File: config.mk
export PLATFORM = sky130hd
export DESIGN_NAME = el2_lsu_trigger_seq_flat
export DESIGN_NICKNAME = d
export VERILOG_FILES = /design/src/rtl/el2_pkg.sv /design/src/rtl/el2_lsu_trigger_seq_if.sv /design/src/rtl/el2_lsu_trig_cnt.sv /design/src/rtl/rvmaskandmatch.sv /design/src/rtl/el2_lsu_trigger_seq.sv /design/src/flat_wrapper.sv
export SDC_FILE = /design/constraint.sdc
export NUM_CORES = 1
export LEC_CHECK = 0
export CORE_ASPECT_RATIO = 0.7
export CORE_MARGIN = 2
export CORE_UTILIZATION = 30
export DETAILED_ROUTE_END_ITERATION = 8
export HOLD_SLACK_MARGIN = 0.08
export PLACE_DENSITY_LB_ADDON = 0.1
export RECOVER_POWER = 50
export SYNTH_ARGS = -nofsm -noshare
export SYNTH_HDL_FRONTEND = slang
export SYNTH_SLANG_ARGS = --single-unit
export TNS_END_PERCENT = 50
File: constraint.sdc
create_clock -name clk -period 7 [get_ports clk]
set_clock_uncertainty 0.1 [all_clocks]
set_input_delay 1.4 -clock clk [delete_from_list [all_inputs] [get_ports clk]]
set_output_delay 1.4 -clock clk [all_outputs]
set_load 0.01 [all_outputs]
File: src/rtl/el2_pkg.sv
// Shared EL2 core types: dec trigger config and LSU pipeline packet.
// Also carries the default hit-counter width for the LSU trigger unit.
package el2_pkg;

  typedef struct packed {
    logic        select;
    logic        match;
    logic        store;
    logic        load;
    logic        execute;
    logic        m;
    logic [31:0] tdata2;
  } el2_trigger_pkt_t;

  typedef struct packed {
    logic fast_int;
    logic stack;
    logic by;
    logic half;
    logic word;
    logic dword;
    logic load;
    logic store;
    logic unsign;
    logic dma;
    logic store_data_bypass_d;
    logic load_ldst_bypass_d;
    logic store_data_bypass_m;
    logic valid;
  } el2_lsu_pkt_t;

  localparam int LSU_TRIG_CNT_W = 8;

endpackage

File: src/rtl/el2_lsu_trigger_seq_if.sv
// M-stage access bus into the LSU trigger unit, with the combinational
// per-trigger fire vector returned to the access side.
interface el2_lsu_trigger_seq_if #(
  parameter int NUM_TRIG = 4
) ();
  import el2_pkg::*;

  el2_lsu_pkt_t          lsu_pkt_m;
  logic [31:0]           lsu_addr_m;
  logic [31:0]           store_data_m;
  logic                  lsu_flush_m;
  logic [NUM_TRIG-1:0]   lsu_trigger_match_m;

  modport master (
    output lsu_pkt_m, lsu_addr_m, store_data_m, lsu_flush_m,
    input  lsu_trigger_match_m
  );

  modport slave (
    input  lsu_pkt_m, lsu_addr_m, store_data_m, lsu_flush_m,
    output lsu_trigger_match_m
  );
endinterface

File: src/rtl/el2_lsu_trig_cnt.sv
// One trigger's hit counter, fire (ev) generation and sticky hit status.
// cand_i may fire combinationally; state only advances when upd_i is high.
module el2_lsu_trig_cnt
  import el2_pkg::*;
#(
  parameter int CNT_W = LSU_TRIG_CNT_W
) (
  input  logic             clk,
  input  logic             rst_l,
  input  logic             cand_i,
  input  logic             upd_i,
  input  logic             match_i,
  input  logic             clr_i,
  input  logic [CNT_W-1:0] thresh_i,
  output logic             ev_o,
  output logic             hit_r_o
);
  logic [CNT_W-1:0] cnt_q, cnt_d;
  logic             hit_r_q, hit_r_d;
  logic             at_thresh;

  // thresh 0 and 1 both mean fire on every hit; a counter left above a
  // lowered threshold keeps counting and wraps round to it.
  assign at_thresh = (thresh_i <= CNT_W'(1)) | (cnt_q == thresh_i - CNT_W'(1));
  assign ev_o      = cand_i & at_thresh;
  assign hit_r_o   = hit_r_q;

  always_comb begin
    cnt_d   = cnt_q;
    hit_r_d = hit_r_q;
    if (cand_i && upd_i) begin
      cnt_d = ev_o ? '0 : cnt_q + CNT_W'(1);
    end
    if (match_i && upd_i) begin
      hit_r_d = 1'b1;
    end
    if (clr_i) begin
      cnt_d   = '0;
      hit_r_d = 1'b0;
    end
  end

  always_ff @(posedge clk or negedge rst_l) begin
    if (!rst_l) begin
      cnt_q   <= '0;
      hit_r_q <= 1'b0;
    end else begin
      cnt_q   <= cnt_d;
      hit_r_q <= hit_r_d;
    end
  end
endmodule

File: src/rtl/rvmaskandmatch.sv
// Mask-and-match: exact compare, or with masken the trailing ones of mask
// plus the next bit up become don't-care (an all-ones mask stays exact).
module rvmaskandmatch #(
  parameter int WIDTH = 32
) (
  input  logic [WIDTH-1:0] mask,
  input  logic [WIDTH-1:0] data,
  input  logic             masken,
  output logic             match
);
  logic [WIDTH-1:0] matchvec;
  logic             masken_or_fullmask;

  assign masken_or_fullmask = masken & ~(&mask);
  assign matchvec[0]        = masken_or_fullmask | (mask[0] == data[0]);

  for (genvar i = 1; i < WIDTH; i++) begin : g_bit
    assign matchvec[i] = (masken_or_fullmask & (&mask[i-1:0])) | (mask[i] == data[i]);
  end

  assign match = &matchvec;
endmodule

File: src/rtl/el2_lsu_trigger_seq.sv
// M-stage LSU debug triggers: address/store-data mask-match, per-trigger hit
// counting and paired arm/fire sequencing; match_m is combinational.
module el2_lsu_trigger_seq
  import el2_pkg::*;
#(
  parameter int NUM_TRIG = 4,
  parameter int CNT_W    = LSU_TRIG_CNT_W
) (
  input  logic                           clk,
  input  logic                           rst_l,
  input  el2_trigger_pkt_t [NUM_TRIG-1:0] trigger_pkt_any,
  input  logic [NUM_TRIG-1:0][CNT_W-1:0] count_thresh,
  input  logic [NUM_TRIG/2-1:0]          seq_en,
  input  logic [NUM_TRIG-1:0]            trig_clr,
  el2_lsu_trigger_seq_if.slave           lsu_if,
  output logic [NUM_TRIG-1:0]            lsu_trigger_hit_r,
  output logic [NUM_TRIG/2-1:0]          lsu_trigger_armed
);
  localparam int NP = NUM_TRIG / 2;

  el2_lsu_pkt_t                 pkt;
  logic [31:0]                  sd;
  logic                         upd;
  logic                         trig_en;
  logic [31:0]                  addr_op;
  logic [31:0]                  sdata_op;
  logic [NUM_TRIG-1:0]          m_vec;
  logic [NUM_TRIG-1:0]          exec_vec;
  logic [NUM_TRIG-1:0][31:0]    operand;
  logic [NUM_TRIG-1:0]          mm;
  logic [NUM_TRIG-1:0]          raw;
  logic [NUM_TRIG-1:0]          cand;
  logic [NUM_TRIG-1:0]          ev;
  logic [NUM_TRIG-1:0]          match_m;
  logic [NP-1:0]                armed_q, armed_d;
  logic                         unused_bits;

  assign pkt = lsu_if.lsu_pkt_m;
  assign sd  = lsu_if.store_data_m;
  assign upd = ~lsu_if.lsu_flush_m;

  always_comb begin
    m_vec    = '0;
    exec_vec = '0;
    for (int i = 0; i < NUM_TRIG; i++) begin
      m_vec[i]    = trigger_pkt_any[i].m;
      exec_vec[i] = trigger_pkt_any[i].execute;
    end
  end

  // With every trigger disabled the comparators see a constant zero operand.
  assign trig_en  = |m_vec;
  assign addr_op  = trig_en ? lsu_if.lsu_addr_m : 32'h0;
  assign sdata_op = trig_en ? {pkt.word ? sd[31:16] : 16'h0,
                               (pkt.half | pkt.word) ? sd[15:8] : 8'h0,
                               sd[7:0]} : 32'h0;

  for (genvar g = 0; g < NUM_TRIG; g++) begin : g_trig
    assign operand[g] = !trigger_pkt_any[g].select ? addr_op :
                        (trigger_pkt_any[g].store ? sdata_op : 32'h0);

    rvmaskandmatch #(.WIDTH(32)) u_mm (
      .mask   (trigger_pkt_any[g].tdata2),
      .data   (operand[g]),
      .masken (trigger_pkt_any[g].match),
      .match  (mm[g])
    );

    assign raw[g] = pkt.valid & ~pkt.dma & trig_en &
                    ((pkt.store & trigger_pkt_any[g].store) |
                     (pkt.load & trigger_pkt_any[g].load & ~trigger_pkt_any[g].select)) &
                    mm[g];

    // In sequence mode the even trigger only arms, and the odd one neither
    // counts nor fires until its pair has been armed on an earlier cycle.
    if (g % 2 == 1) begin : g_odd
      assign cand[g]    = raw[g] & trigger_pkt_any[g].m & (~seq_en[g/2] | armed_q[g/2]);
      assign match_m[g] = ev[g];
    end else begin : g_even
      assign cand[g]    = raw[g] & trigger_pkt_any[g].m;
      assign match_m[g] = ev[g] & ~seq_en[g/2];
    end

    el2_lsu_trig_cnt #(.CNT_W(CNT_W)) u_cnt (
      .clk      (clk),
      .rst_l    (rst_l),
      .cand_i   (cand[g]),
      .upd_i    (upd),
      .match_i  (match_m[g]),
      .clr_i    (trig_clr[g]),
      .thresh_i (count_thresh[g]),
      .ev_o     (ev[g]),
      .hit_r_o  (lsu_trigger_hit_r[g])
    );
  end

  // Re-arm wins over consume when both triggers of a pair fire together.
  always_comb begin
    armed_d = armed_q;
    for (int p = 0; p < NP; p++) begin
      if (seq_en[p] && upd) begin
        if (ev[2*p]) begin
          armed_d[p] = 1'b1;
        end else if (match_m[2*p+1]) begin
          armed_d[p] = 1'b0;
        end
      end
      if (trig_clr[2*p] || trig_clr[2*p+1]) begin
        armed_d[p] = 1'b0;
      end
    end
  end

  always_ff @(posedge clk or negedge rst_l) begin
    if (!rst_l) begin
      armed_q <= '0;
    end else begin
      armed_q <= armed_d;
    end
  end

  assign lsu_if.lsu_trigger_match_m = match_m;
  assign lsu_trigger_armed          = armed_q;

  assign unused_bits = ^{exec_vec, pkt.fast_int, pkt.stack, pkt.by, pkt.dword, pkt.unsign,
                         pkt.store_data_bypass_d, pkt.load_ldst_bypass_d,
                         pkt.store_data_bypass_m};
endmodule

File: src/flat_wrapper.sv
// flat-port wrapper written by rule: the top's interface ports become plain ports
module el2_lsu_trigger_seq_flat import el2_pkg::*;
#(
  parameter int NUM_TRIG = 4,
  parameter int CNT_W    = LSU_TRIG_CNT_W
)
  (clk, rst_l, trigger_pkt_any, count_thresh, seq_en, trig_clr, lsu_trigger_hit_r, lsu_trigger_armed, lsu_if_lsu_pkt_m, lsu_if_lsu_addr_m, lsu_if_store_data_m, lsu_if_lsu_flush_m, lsu_if_lsu_trigger_match_m);
  el2_lsu_trigger_seq_if #(.NUM_TRIG(NUM_TRIG)) lsu_if_i ();
  input  logic clk;
  input  logic rst_l;
  input  el2_trigger_pkt_t [NUM_TRIG-1:0] trigger_pkt_any;
  input  logic [NUM_TRIG-1:0][CNT_W-1:0] count_thresh;
  input  logic [NUM_TRIG/2-1:0] seq_en;
  input  logic [NUM_TRIG-1:0] trig_clr;
  output logic [NUM_TRIG-1:0] lsu_trigger_hit_r;
  output logic [NUM_TRIG/2-1:0] lsu_trigger_armed;
  input wire logic [$bits(lsu_if_i.lsu_pkt_m)-1:0] lsu_if_lsu_pkt_m;
  input wire logic [$bits(lsu_if_i.lsu_addr_m)-1:0] lsu_if_lsu_addr_m;
  input wire logic [$bits(lsu_if_i.store_data_m)-1:0] lsu_if_store_data_m;
  input wire logic [$bits(lsu_if_i.lsu_flush_m)-1:0] lsu_if_lsu_flush_m;
  output wire logic [$bits(lsu_if_i.lsu_trigger_match_m)-1:0] lsu_if_lsu_trigger_match_m;
  assign lsu_if_i.lsu_pkt_m = lsu_if_lsu_pkt_m;
  assign lsu_if_i.lsu_addr_m = lsu_if_lsu_addr_m;
  assign lsu_if_i.store_data_m = lsu_if_store_data_m;
  assign lsu_if_i.lsu_flush_m = lsu_if_lsu_flush_m;
  assign lsu_if_lsu_trigger_match_m = lsu_if_i.lsu_trigger_match_m;
  el2_lsu_trigger_seq #(.NUM_TRIG(NUM_TRIG), .CNT_W(CNT_W)) u_core (.clk(clk), .rst_l(rst_l), .trigger_pkt_any(trigger_pkt_any), .count_thresh(count_thresh), .seq_en(seq_en), .trig_clr(trig_clr), .lsu_if(lsu_if_i), .lsu_trigger_hit_r(lsu_trigger_hit_r), .lsu_trigger_armed(lsu_trigger_armed));
endmodule
# Yosys cells after proc, flatten, opt, wreduce, memory -nomap -nowiden
# Cells that the tools add are included.
# totals
regBits,38
out_inout_bits,10
word_cells,662
# classes
add_sub_neg,8
order_cmp,4
eq_ne,132
muxes,40
bitwise,313
n_reduce_logical,155
# op_table
cell,count
32-bit two-way mux,10
32-bit AND reduction,8
1-bit AND,162
1-bit OR,139
1-bit == test,128
31-bit AND reduction,4
30-bit AND reduction,4
29-bit AND reduction,4
28-bit AND reduction,4
27-bit AND reduction,4
8-bit two-way mux,13
26-bit AND reduction,4
25-bit AND reduction,4
24-bit AND reduction,4
23-bit AND reduction,4
22-bit AND reduction,4
21-bit AND reduction,4
20-bit AND reduction,4
19-bit AND reduction,4
18-bit AND reduction,4
17-bit AND reduction,4
16-bit AND reduction,4
15-bit AND reduction,4
14-bit AND reduction,4
other kinds (24),120

# Longest topological paths before layout
# depth
word_depth,16
mapped_depth,15

# By module
# Synthesis repeated with hierarchy kept, for this count alone.
# hier_totals
hier_cells,1223
area_unflattened_um2,8647.0
# by_module_without_submodules
module,n_inst,cells_per_inst,area_per_inst_um2,seq_area_each_um2
rvmaskandmatch,4,131,907.1,0.0
el2_lsu_trig_cnt,4,80,728.2,225.2
el2_lsu_trigger_seq,1,379,2105.8,50.0

# Least setup slack after synthesis
# No wires, ideal clock.
# synth_timing
kind,input-to-output
from,in lsu_if_lsu_pkt_m[9]
to,out lsu_if_lsu_trigger_match_m[0]
t_arrival_ps,4636
required_time_ps,5500
setup_slack_ps,864
cell_stages,14
path_cell_list,clkbuf_1 clkbuf_1 clkbuf_1 buf_1 nand4_1 a21oi_1 xnor2_1 nor2_1 or4_1 a2111oi_0 nand4_1 or4_1 nor3_1 buf_4
# synth_via
elab_chain_len,12
word_cells_on_any_way,59
cone_classes,eq/ne: 24; mux: 5; bitwise: 29; reduce/logical: 1
# synth_rtl
item,line_no,text
"start, declared",flat_wrapper.sv:17,input wire logic [$bits(lsu_if_i.lsu_pkt_m)-1:0] lsu_if_lsu_pkt_m;
1-bit OR,el2_lsu_trigger_seq.sv:55,"(pkt.half | pkt.word) ? sd[15:8] : 8'h0,"
8-bit two-way mux,el2_lsu_trigger_seq.sv:55,
32-bit two-way mux *,el2_lsu_trigger_seq.sv:54,"assign sdata_op = trig_en ? {pkt.word ? sd[31:16] : 16'h0,"
32-bit two-way mux *,el2_lsu_trigger_seq.sv:60,(trigger_pkt_any[g].store ? sdata_op : 32'h0);
32-bit two-way mux *,el2_lsu_trigger_seq.sv:59,assign operand[g] = !trigger_pkt_any[g].select ? addr_op :
1-bit == test,rvmaskandmatch.sv:18,assign matchvec[i] = (masken_or_fullmask & (&mask[i-1:0])) | (mask[i] == data[i]);
1-bit OR,rvmaskandmatch.sv:18,
32-bit AND reduction *,rvmaskandmatch.sv:21,assign match = &matchvec;
1-bit AND *,el2_lsu_trigger_seq.sv:71,(pkt.load & trigger_pkt_any[g].load & ~trigger_pkt_any[g].select)) &
1-bit AND *,el2_lsu_trigger_seq.sv:80,assign cand[g] = raw[g] & trigger_pkt_any[g].m;
1-bit AND *,el2_lsu_trig_cnt.sv:25,assign ev_o = cand_i & at_thresh;
1-bit AND *,el2_lsu_trigger_seq.sv:81,assign match_m[g] = ev[g] & ~seq_en[g/2];
"end, declared",flat_wrapper.sv:21,output wire logic [$bits(lsu_if_i.lsu_trigger_match_m)-1:0] lsu_if_lsu_trigger_match_m;
# Every way passes the cells marked *; elsewhere a longest branch is shown, timed or not.

# Worst setup path after layout
# layout_timing
from,in trigger_pkt_any[146] (netlist name)
to,out lsu_if_lsu_trigger_match_m[0]
# layout_via
elab_chain_len,11
word_cells_on_any_way,76
cone_classes,eq/ne: 32; mux: 4; bitwise: 38; reduce/logical: 2
# layout_rtl
item,line_no,text
"start, declared",flat_wrapper.sv:11,input el2_trigger_pkt_t [NUM_TRIG-1:0] trigger_pkt_any;
4-bit OR reduction *,el2_lsu_trigger_seq.sv:52,assign trig_en = |m_vec;
32-bit two-way mux,el2_lsu_trigger_seq.sv:54,
32-bit two-way mux,el2_lsu_trigger_seq.sv:60,
32-bit two-way mux,el2_lsu_trigger_seq.sv:59,
1-bit == test (on tied branches),"rvmaskandmatch.sv:15, rvmaskandmatch.sv:18",
1-bit OR (on tied branches),"rvmaskandmatch.sv:15, rvmaskandmatch.sv:18",
32-bit AND reduction,rvmaskandmatch.sv:21,
1-bit AND *,el2_lsu_trigger_seq.sv:71,
1-bit AND *,el2_lsu_trigger_seq.sv:80,
1-bit AND *,el2_lsu_trig_cnt.sv:25,
1-bit AND *,el2_lsu_trigger_seq.sv:81,
# Marks and branches as above.

==> metrics.yaml <==
outcome: "finished, violations left"
violations: "capacitance limit, slew limit"
dp_slack_ps: -226.6
worst_path_max_delay_cell: "clkdlybuf4s50_1"
switchingPower_w: 0.0005562
io_buffer_count: 268
async_reset_ff_share_pct: 100.0
via_per_inst: 5.991
peakVddDrop_uv: 70.38
insertion_delay_ps: 290
worstPathRequired_ps: 5500
synth_seq_area_share_pct: 8.823
sw_frac_of_total_pct: 43.40
r2r-start: "u_core.lsu_trigger_armed[0]"
setup_violations: 0
crit_fanout: 7
power_density_nw_per_um2: 85.42
cp-end-kind: "primary output"
design_area_sq_um: 15000
synth_seq_cells: 38
synthesis.nets: 1919
grt_usage_pct: 29.36
tightestPinTransition_ps: 2285
timing.final.crit_share_pct: 98.39
cp_cell_sequence: "clkdlybuf4s50_1 -> buf_4 -> nor4_4 -> buf_6 -> a211oi_1 -> xnor2_1 -> a21oi_1 -> or4_1 -> a2111oi_4 -> buf_4 -> nand4_1 -> or4_1 -> nor3_2 -> clkdlybuf4s50_1"
clk_path_buf_depth: 2
cts-root-buf: "clkbuf_16"
crit_path_start: "trigger_pkt_any[146]"
synth_edf_count: 0
grt_pass1_vias: 13132
nNetsFinal: 2235
r2r_slack_ps: 4240
dp_hpwl_mm: 46.72
hold_class: "register to register"
critPathArrivalTime_ps: 5390
grt_pass1_wl_mm: 83.66
setup_ws_ps: 112.5
clkTransAtPathRegs_ps: 60
wirelength_mm: 57.02
syn_inst: 1636
max_freq_mhz: 145.2
hold_viol: 0
power.share.clock_pct: 18.8
drc_errors: 0
power_frac_comb_pct: 64.1
vias: 14583
drive_gt1_share_pct: 9.524
drv_slew: 39
wl_per_cell_microns: 23.43
htreeDepth: 2
post_synth.cell_area_avg_sq_um: 6.588
synth_cell_type_count: 84
core_area_sq_um: 35630
ioPinCount: 281
p_leak_nw: 5.470
die_h_microns: 162.6
max_slew_margin_pct: -52.30
synth-warning-count: 0
synth_flop_cell: "dfrtp_1"
gp_congestion: 0.9965
placed_area_sq_um: 14790
start_kind: "input pin"
grt_max_degree: 55
drt_iter0_markers: 1597
area_delta_synth_final_pct: 39.18
antenna_found_initial: 0
synth_area_sq_um: 10780
period_minus_slack_ps: 6888
hp-start: "u_core.g_trig[1].u_cnt.cnt_q[7]"
cpPeakStageDelay_ps: 580
die_width_microns: 230.5
cts_made_buffers: 5
postRouteAntennaNets: 0
cts_sinks: 38
num_rows: 58
start_util_pct: 30.25
dieArea_sq_um: 37480
crit_type: "input pin to primary output"
grt_remaining_overflow: 0
cts_tree: "built"
internal_power_w: 0.0007252
first_pass_iters: 6
cap_violations: 1
seq_power_share_pct: 17.1
==> power groups by stage <==
| stage | logic [W] | registers (W) | clock network, W |
|---|---|---|---|
| 2_1_floorplan | 0.000365 | 0.000224 | 0 |
| 3_3_place_gp | 0.000788 | 0.000224 | 0 |
| 3_5_place_dp | 0.000792 | 0.000224 | 0 |
| 4_1_cts | 0.000797 | 0.000220 | 0.000248 |
| 5_1_grt | 0.000870 | 0.000219 | 0.000260 |
| 6_report | 0.000821 | 0.000220 | 0.000241 |
==> registers in the layout, indices dropped and copies added (netlist names) <==
register                     count
u_core.lsu_trigger_armed         2
u_core.g_trig.u_cnt.hit_r_o      4
u_core.g_trig.u_cnt.cnt_q       32
==> through the flow <==
step	utilization, %	TNS, ps	instances	hold slack [ps]	total power, W
2_1_floorplan	-	0	1636	364.6	0.0005887
3_3_place_gp	41.50	-471.5	2424	391.7	0.001012
3_5_place_dp	41.50	-447.3	2424	398.9	0.001015
4_1_cts	41.95	0	2432	408.2	0.001264
5_1_grt	42.09	-1.057	2433	441.4	0.001350
6_report	42.10	0	2434	404.8	0.001281
==> worst max-delay path: cells and delay by family <==
| kind | cells | cell delay [ps] |
|---|---|---|
| buffers and inverters | 5 | 1510 |
| AOI/OAI and AO/OA | 3 | 450 |
| and+or+nand+nor | 5 | 1740 |
| xor gates and xnor gates | 1 | 290 |
==> metal layers <==
layer	part of all wire, %	track usage [%]
met5	0	0
met3	8.6	5.882
met4	2.5	6.716
met2	40	41.44
met1	49	44.85
==> repair_timing <==
item / in CTS / in global routing
endpoints found under the hold margin: 0 / 0
hold buffers: 0 / 0
setup buffers: 0 / 1
setup endpoints to repair: 2 / 2
pin swaps: 0 / 4
resized for setup: 4 / 9
==> path summary, 6_finish.rpt <==
kind	cells after the start	endpoint
max in group asynchronous	1	u_core.g_trig[2].u_cnt.cnt_q[7]
hold / removal	1	u_core.g_trig[1].u_cnt.cnt_q[7]
setup / recovery	14	lsu_if_lsu_trigger_match_m[0]
min in group asynchronous	1	u_core.g_trig[0].u_cnt.cnt_q[7]
hold reg to reg	1	u_core.g_trig[1].u_cnt.cnt_q[7]
setup reg to reg	7	u_core.g_trig[1].u_cnt.cnt_q[6]
==> layout make-up <==
class                      count  area [sq um]
clock buffer                   7         142.6
multi-input combinational   1453          9308
tap                          480         600.6
timing repair buffer         410          3826
sequential                    38         950.9
inverter                      44         165.2
fill                        3741         20630
antenna                        1         2.502
clock inverter                 1         5.005
==> cell families (layout without fill, tap and decap cells) <==
| kind of cell | Yosys count | in the layout | synth area share (%) |
|---|---|---|---|
| buf+inv | 145 | 462 | 5.468 |
| flops | 38 | 38 | 8.823 |
| xor+xnor | 130 | 130 | 10.56 |
| other cells | 0 | 1 | 0 |
| simple gates | 806 | 806 | 42.02 |
| mux | 11 | 11 | 1.022 |
| fa+ha+maj | 12 | 12 | 1.393 |
| compound gates | 494 | 494 | 30.71 |
==> layout by cell type (no fill, tap or decap), drive strengths merged, types with 14 or more instances in the layout <==
cell and instances:
a32oi 16, nor2 121, nor2b 51, o21ai 85, nand2 115, inv 43
a21oi 137, nor4 28, xor2 37, a211oi 18, nand4 78, o22ai 15
and3 39, nor3 51, o211ai 24, a31oi 42, a41oi 14, nand3 93
and4 25, or3 20, nand2b 80, and2 39, clkdlybuf4s50 259, o41ai 14
xnor2 93, buf 144, dfrtp 38
==> synthesized netlist by cell type, drive strengths merged (25+ instances only) <==
library cell,instances,area [sq um]
dfrtp,38,950.9
xor2,37,324.1
nor3,51,255.2
and2,39,244.0
and4,25,219.0
a21oi,137,685.7
and3,39,244.0
nor2b,51,319.1
nand4,78,488.0
nand2,115,431.7
inv,43,161.4
a31oi,42,262.8
nor4,28,217.7
clkbuf,70,262.8
xnor2,93,814.5
nand3,93,488.0
o21ai,85,425.4
buf,31,161.4
nand2b,80,500.5
nor2,121,454.2
Power figures use the tool's default switching activity.
